**config.mk**
```make
export PLATFORM = sky130hd
export DESIGN_NAME = display_status_encoder_flat
export DESIGN_NICKNAME = d
export VERILOG_FILES = /design/src/rtl/display_status_encoder_if.sv /design/src/rtl/display_status_encoder.sv /design/src/flat_wrapper.sv
export SDC_FILE = /design/constraint.sdc
export NUM_CORES = 1
export LEC_CHECK = 0
export BUFFER_PORTS_ARGS = -buffer_cell sky130_fd_sc_hd__buf_2
export CORE_MARGIN = 3
export CORE_UTILIZATION = 40
export CTS_BUF_LIST = sky130_fd_sc_hd__clkbuf_16
export CTS_CLUSTER_DIAMETER = 200
export DETAILED_ROUTE_END_ITERATION = 12
export PLACE_DENSITY = 0.55
export SLEW_MARGIN = 15
export SYNTH_ARGS = -nofsm -noshare
export SYNTH_HDL_FRONTEND = slang
export SYNTH_SLANG_ARGS = --single-unit
```
**constraint.sdc**
```tcl
create_clock -name clk -period 2.6 [get_ports clk]
set_input_delay 0.26 -clock clk [delete_from_list [all_inputs] [get_ports clk]]
set_output_delay 0.26 -clock clk [all_outputs]
set_load 0.02 [all_outputs]
```
**src/rtl/display_status_encoder_if.sv**
```systemverilog
// Display status encoder bus.
// The controller (master) drives the type/step strobes and the clear request.
// The encoder (slave) drives the 7-segment character code, the digit enables
// and the status flags.
interface display_status_encoder_if;

  // Requests from the machine controller
  logic       clear;
  logic       type_valid;
  logic [1:0] type_sel;
  logic       state_valid;
  logic [2:0] state_code;

  // Display side and status
  logic [3:0] char_sel;
  logic [1:0] digit_en;
  logic       busy;
  logic       fin_done;

  modport master (
    output clear, type_valid, type_sel, state_valid, state_code,
    input  char_sel, digit_en, busy, fin_done
  );

  modport slave (
    input  clear, type_valid, type_sel, state_valid, state_code,
    output char_sel, digit_en, busy, fin_done
  );

endinterface

```
**src/rtl/display_status_encoder.sv**
```systemverilog
// Display status encoder for the coffee-machine 7-segment path.
// Digit 0 shows the selected coffee type and digit 1 shows the current
// process step. The two digits are time-multiplexed by a free-running
// refresh counter. The FIN step blinks for FIN_BLINKS periods, then the
// block returns to idle by itself and pulses fin_done.
module display_status_encoder #(
  parameter int REFRESH_DIV = 50000,    // clock cycles per digit slot, >= 2
  parameter int BLINK_DIV   = 25000000, // clock cycles per blink half-period, >= 2
  parameter int FIN_BLINKS  = 4         // full on/off periods in FIN, >= 1
) (
  input  logic                    clk,
  input  logic                    rst,
  display_status_encoder_if.slave bus
);

  localparam int REFRESH_W = $clog2(REFRESH_DIV);
  localparam int BLINK_W   = $clog2(BLINK_DIV);
  // The period counter only has to hold 0..FIN_BLINKS-1
  localparam int PERIOD_W  = (FIN_BLINKS > 1) ? $clog2(FIN_BLINKS) : 1;

  localparam logic [REFRESH_W-1:0] REFRESH_LAST = REFRESH_W'(REFRESH_DIV - 1);
  localparam logic [BLINK_W-1:0]   BLINK_LAST   = BLINK_W'(BLINK_DIV - 1);
  localparam logic [PERIOD_W-1:0]  PERIOD_LAST  = PERIOD_W'(FIN_BLINKS - 1);

  // Character codes understood by the downstream 7-segment decoder
  localparam logic [3:0] CHAR_BLANK = 4'd15;
  localparam logic [3:0] CHAR_FIN   = 4'd8;

  // Controller step codes that carry a special meaning
  localparam logic [2:0] CODE_IDLE    = 3'd0;
  localparam logic [2:0] CODE_FIN     = 3'd6;
  localparam logic [1:0] TYPE_INVALID = 2'd3;

  typedef enum logic [1:0] {
    ST_IDLE = 2'd0,
    ST_SHOW = 2'd1,
    ST_FIN  = 2'd2
  } state_t;

  state_t               state_q, state_d;
  logic [3:0]           type_q, type_d;
  logic [3:0]           step_q, step_d;
  logic [BLINK_W-1:0]   blink_cnt_q, blink_cnt_d;
  logic                 blink_on_q, blink_on_d;
  logic [PERIOD_W-1:0]  period_q, period_d;
  logic [REFRESH_W-1:0] refresh_cnt_q, refresh_cnt_d;
  logic [1:0]           digit_en_q, digit_en_d;
  logic [3:0]           char_sel_q, char_sel_d;
  logic                 busy_q, busy_d;
  logic                 fin_done_q, fin_done_d;

  logic       refresh_tc;
  logic       blink_tc;
  logic       type_ok;
  logic       step_ok;
  logic       fin_req;
  logic       idle_req;
  logic       go_idle;
  logic [3:0] type_char;
  logic [3:0] step_char;

  // Decode the incoming strobes once so the FSM reads as plain intent
  assign refresh_tc = (refresh_cnt_q == REFRESH_LAST);
  assign blink_tc   = (blink_cnt_q == BLINK_LAST);
  assign type_ok    = bus.type_valid && (bus.type_sel != TYPE_INVALID);
  assign step_ok    = bus.state_valid && (bus.state_code >= 3'd1)
                      && (bus.state_code <= 3'd5);
  assign fin_req    = bus.state_valid && (bus.state_code == CODE_FIN);
  assign idle_req   = bus.state_valid && (bus.state_code == CODE_IDLE);

  // espresso/leche/capuchino map straight to 0/1/2
  assign type_char  = {2'b00, bus.type_sel};
  // agua..crema (1..5) map to 3..7
  assign step_char  = {1'b0, bus.state_code} + 4'd2;

  // Refresh scan: the slot counter and digit enable free-run in every state
  always_comb begin
    refresh_cnt_d = refresh_cnt_q + 1'b1;
    digit_en_d    = digit_en_q;
    if (refresh_tc) begin
      refresh_cnt_d = '0;
      digit_en_d    = {digit_en_q[0], digit_en_q[1]};
    end
  end

  // Next-state, register updates and FIN blink sequencing
  always_comb begin
    // NOTE: every variable gets a default first so no path can infer a latch.
    state_d     = state_q;
    type_d      = type_q;
    step_d      = step_q;
    blink_cnt_d = blink_cnt_q;
    blink_on_d  = blink_on_q;
    period_d    = period_q;
    fin_done_d  = 1'b0;
    go_idle     = 1'b0;

    if (bus.clear) begin
      go_idle = 1'b1;
    end else begin
      unique case (state_q)
        ST_IDLE: begin
          if (type_ok) type_d = type_char;
          if (step_ok) begin
            step_d  = step_char;
            state_d = ST_SHOW;
          end
        end

        ST_SHOW: begin
          if (type_ok) type_d = type_char;
          if (step_ok) begin
            step_d = step_char;
          end else if (fin_req) begin
            state_d     = ST_FIN;
            step_d      = CHAR_FIN;
            blink_cnt_d = '0;
            blink_on_d  = 1'b1;
            period_d    = '0;
          end else if (idle_req) begin
            go_idle = 1'b1;
          end
        end

        ST_FIN: begin
          if (idle_req) begin
            go_idle = 1'b1;
          end else if (blink_tc) begin
            blink_cnt_d = '0;
            if (blink_on_q) begin
              blink_on_d = 1'b0;
            end else if (period_q == PERIOD_LAST) begin
              // Last off phase ends: leave instead of lighting up again
              go_idle    = 1'b1;
              fin_done_d = 1'b1;
            end else begin
              blink_on_d = 1'b1;
              period_d   = period_q + 1'b1;
            end
          end else begin
            blink_cnt_d = blink_cnt_q + 1'b1;
          end
        end

        default: go_idle = 1'b1;
      endcase
    end

    // Every route back to IDLE forgets the latched type and step
    if (go_idle) begin
      state_d     = ST_IDLE;
      type_d      = CHAR_BLANK;
      step_d      = CHAR_BLANK;
      blink_cnt_d = '0;
      blink_on_d  = 1'b1;
      period_d    = '0;
    end
  end

  // Character for the digit that becomes active on the coming edge
  always_comb begin
    char_sel_d = CHAR_BLANK;
    unique case (state_q)
      ST_SHOW: char_sel_d = digit_en_d[1] ? step_q : type_q;
      ST_FIN:  char_sel_d = digit_en_d[1] ? (blink_on_q ? CHAR_FIN : CHAR_BLANK)
                                          : type_q;
      default: char_sel_d = CHAR_BLANK;
    endcase
    busy_d = (state_d != ST_IDLE);
  end

  // State and output registers
  always_ff @(posedge clk or posedge rst) begin
    if (rst) begin
      state_q       <= ST_IDLE;
      type_q        <= CHAR_BLANK;
      step_q        <= CHAR_BLANK;
      blink_cnt_q   <= '0;
      blink_on_q    <= 1'b1;
      period_q      <= '0;
      refresh_cnt_q <= '0;
      digit_en_q    <= 2'b01;
      char_sel_q    <= CHAR_BLANK;
      busy_q        <= 1'b0;
      fin_done_q    <= 1'b0;
    end else begin
      // NOTE: non-blocking assignments so every register samples pre-edge values.
      state_q       <= state_d;
      type_q        <= type_d;
      step_q        <= step_d;
      blink_cnt_q   <= blink_cnt_d;
      blink_on_q    <= blink_on_d;
      period_q      <= period_d;
      refresh_cnt_q <= refresh_cnt_d;
      digit_en_q    <= digit_en_d;
      char_sel_q    <= char_sel_d;
      busy_q        <= busy_d;
      fin_done_q    <= fin_done_d;
    end
  end

  assign bus.char_sel = char_sel_q;
  assign bus.digit_en = digit_en_q;
  assign bus.busy     = busy_q;
  assign bus.fin_done = fin_done_q;

endmodule
```
**src/flat_wrapper.sv**
```systemverilog
// flat-port wrapper written by rule: the top's interface ports become plain ports
module display_status_encoder_flat 
#(
  parameter int REFRESH_DIV = 50000,                                        
  parameter int BLINK_DIV   = 25000000,                                            
  parameter int FIN_BLINKS  = 4                                            
)
  (clk, rst, bus_clear, bus_type_valid, bus_type_sel, bus_state_valid, bus_state_code, bus_char_sel, bus_digit_en, bus_busy, bus_fin_done);
  display_status_encoder_if bus_i ();
  input  logic clk;
  input  logic rst;
  input wire logic [$bits(bus_i.clear)-1:0] bus_clear;
  input wire logic [$bits(bus_i.type_valid)-1:0] bus_type_valid;
  input wire logic [$bits(bus_i.type_sel)-1:0] bus_type_sel;
  input wire logic [$bits(bus_i.state_valid)-1:0] bus_state_valid;
  input wire logic [$bits(bus_i.state_code)-1:0] bus_state_code;
  output wire logic [$bits(bus_i.char_sel)-1:0] bus_char_sel;
  output wire logic [$bits(bus_i.digit_en)-1:0] bus_digit_en;
  output wire logic [$bits(bus_i.busy)-1:0] bus_busy;
  output wire logic [$bits(bus_i.fin_done)-1:0] bus_fin_done;
  assign bus_i.clear = bus_clear;
  assign bus_i.type_valid = bus_type_valid;
  assign bus_i.type_sel = bus_type_sel;
  assign bus_i.state_valid = bus_state_valid;
  assign bus_i.state_code = bus_state_code;
  assign bus_char_sel = bus_i.char_sel;
  assign bus_digit_en = bus_i.digit_en;
  assign bus_busy = bus_i.busy;
  assign bus_fin_done = bus_i.fin_done;
  display_status_encoder #(.REFRESH_DIV(REFRESH_DIV), .BLINK_DIV(BLINK_DIV), .FIN_BLINKS(FIN_BLINKS)) u_core (.clk(clk), .rst(rst), .bus(bus_i));
endmodule
```
==> metrics <==
P per Cell Area=577 nW/um^2; area of the mapped netlist=3330 sq um; Slew Viols, Final=0; Site Rows=32; CTS Buffer Depth=2; PortBufs=17; dpl ws=0.215 ns; total gr overflow=0; Synth Register Bits=61; most area-consuming cells after synthesis=dfrtp_1, dfstp_2, xor2_1; Synth warnings=0; final hold vios=0; final core utilization=49.8%; DRC Markers=0; Synth Net Count=372; Worst setup SP type=register; area leader, netlist=dfrtp_1; WL final=7380 microns; sequential area share after synthesis=46.4%; top_reg_cell synth=dfrtp_1; CP Class=reg -> reg; Setup WS post-layout=0.189 ns; crit-path max FO=12; max-cap violation count=0; Max IR drop VDD=0.340 mV; Area Growth Syn to Fin=18.2%; gpl congestion=0.803; leakage power=1.73 nW; worst clock skew=0.00736 ns; first-pass GRT wire length=12,900 microns; Detail Placement HPWL=5270 microns; Mapped Cells=353; crit share post-route=92.7%; Syn Area/Cell=9.42 sq um; gr usage total=16.7%; Routed Antenna Nets=0; WP data required=2.85 ns; DRT iter0 DRCs=118; # IOs=18; Worst Path Arrival=2.66 ns; antenna violations before repair=0; post-cts sizing count=0; Die ar.=9450 sq um; number of global-route vias before repair=2,670; Antenna Cells=0; ys async rst share=100%; non-filler instance count after layout=498; chip height=97.2 microns; area of the core=7890 sq um; starting density of the core=42.2%; TritonCTS Sinks=61; CTS H-tree depth=3; outcome=completed; EDFF count, synth=0; Vias/cell=5.48; vias=2,730; Hold Path Class=in -> reg; Synth cell types=52; nets=410; worst slew pin tran=0.659 ns; DR pass1 iterations=5; WL/cell=14.8 microns; clock slew seen by the registers of the worst setup and hold paths=0.06 ns; Setup Viol. Count Final=0; share of cells above drive strength 1=18.4%; RSZ-0062 raised after global routing=no; crit path time final=2.41 ns; Fin Setup TNS=0 ns; post-synth top area share=36.1%; Peak Freq=415 MHz; Max-slew headroom=55.7%; placed cells=481; CTS tree=done; CTS buffer count=9; Clock Latency Late Sink=0.33 ns; Die X=97.2 microns; fillers=724; Worst Setup End Kind=register; largest net degree at the start of global routing=62; CTS root buffer=clkbuf_16
-- layer usage --
layer | vias up | track usage, % | share of wire (%)
met5 | - | 0 | 0
met4 | 0 | 4.86 | 0.70
met3 | 5 | 4.31 | 3.6
met2 | 58 | 25.5 | 47
met1 | 1321 | 23.3 | 49
li1 | 1346 | - | -
-- flip-flops by register name (all words and copies together) (netlist names) --
name and cells:
u_core.blink_cnt_q 25, u_core.bus.fin_done 1, u_core.refresh_cnt_q 16, u_core.blink_on_q 1
u_core.period_q 2, u_core.state_q 2, u_core.bus.busy 1, u_core.type_q 3
u_core.bus.char_sel 4, u_core.bus.digit_en 2, u_core.step_q 4
-- path summary, 6_finish.rpt --
check	from	endpoint	slack, ns	depth (start not counted)
max reg2reg	u_core.state_q[1]	u_core.blink_cnt_q[24]	0.19	9
max in group asynchronous	rst	u_core.blink_on_q	1.73	4
min reg2reg	u_core.type_q[2]	u_core.type_q[2]	0.48	2
min	bus_type_sel[0]	u_core.type_q[0]	0.17	3
max	u_core.state_q[1]	u_core.blink_cnt_q[24]	0.19	9
min in group asynchronous	rst	u_core.refresh_cnt_q[3]	0.54	4
-- critical path, stage by stage, from the launching register on --
cell and delay [ns]:
dfrtp_1 0.41, inv_1 0.10, ha_1 0.28, nor3b_1 0.18, a211o_1 0.31, o41ai_2 0.06
buf_4 0.23, o21ai_1 0.12, or4_1 0.49, a21oi_1 0.15
-- cells by family (layout without fill, tap and decap cells) --
| kind of cell | count (synthesis) | count (layout) | share of synthesized area [%] |
|---|---|---|---|
| xor gates and xnor gates | 24 | 24 | 6.32 |
| buffers and inverters | 26 | 69 | 3.20 |
| adders and majority gates | 9 | 9 | 3.38 |
| muxes | 7 | 7 | 2.14 |
| DFF | 61 | 61 | 46.4 |
| and+or+nand+nor | 148 | 148 | 23.4 |
| AOI/OAI and AO/OA | 78 | 78 | 15.2 |
-- report_power, final --
part	internal [mW]	switching, mW
combinational	0.0657	0.113
clock	0.646	0.445
sequential	0.984	0.0128
total	1.70	0.571
-- metrics by stage --
step,hold WS [ns],area [sq um],total power [mW]
after CTS,0.160,3930,2.30
final,0.173,3930,2.27
after global placement,0.352,3640,1.19
after global routing,0.200,3930,2.37
after detailed placement,0.353,3640,1.19
after floorplan,0.392,3330,1.13
-- Yosys cell counts (2+ instances only) --
cell       count
a31oi_1        6
mux2i_1        6
inv_1         14
or3_1          2
and3_1         9
and4_1         3
inv_2          2
or4_1          4
nor2b_1        6
o211ai_1       7
xnor2_1        6
nor2_2         2
o21a_1         5
nand4_1        9
nand3b_1       2
a21oi_1       10
nor3_1         5
o22ai_1        4
and2_1         5
a21o_1         3
nor4_1         4
a22oi_1        3
nand3_1       15
dfstp_2       13
nor4bb_1       3
o21ai_0        6
nand2_1       28
o21ai_1       21
nor2_1        41
or4b_1         2
dfrtp_1       48
buf_2          4
o31ai_1        5
xor2_1        18
clkbuf_1       4
o2111ai_1      3
ha_1           9
nor4b_1        2
-- final cells by class --
type                            count  area [sq um]  area share (%)
Timing Repair Buffer               36           243            6.17
Inverter                           17          63.8            1.62
Sequential cell                    61          1540            39.2
Clock inverter                      7          51.3            1.30
Multi-Input combinational cell    266          1680            42.7
Clock buffer                        9           225            5.73
Tap cell                          102           128            3.25
-- cells in the final DEF, fill, tap and decap left out, drive strengths merged, types with 6 or more instances in the layout --
cell,Yosys,routed
xnor2,6,6
nand3,15,15
nor2b,6,6
and3,9,9
nor2,43,43
ha,9,9
dfstp,13,13
nand4,9,9
nand2,28,28
a21oi,11,11
o21ai,27,27
inv,16,17
dfrtp,48,48
xor2,18,18
a31oi,6,6
o211ai,7,7
clkbuf,4,9
buf,5,35
mux2i,6,6
-- what timing repair did --
item,4_1_cts,5_1_grt
endpoints found under the hold margin,8,0
buffers inserted,0,0
hold buffers,1,0
Power figures use the tool's default switching activity.
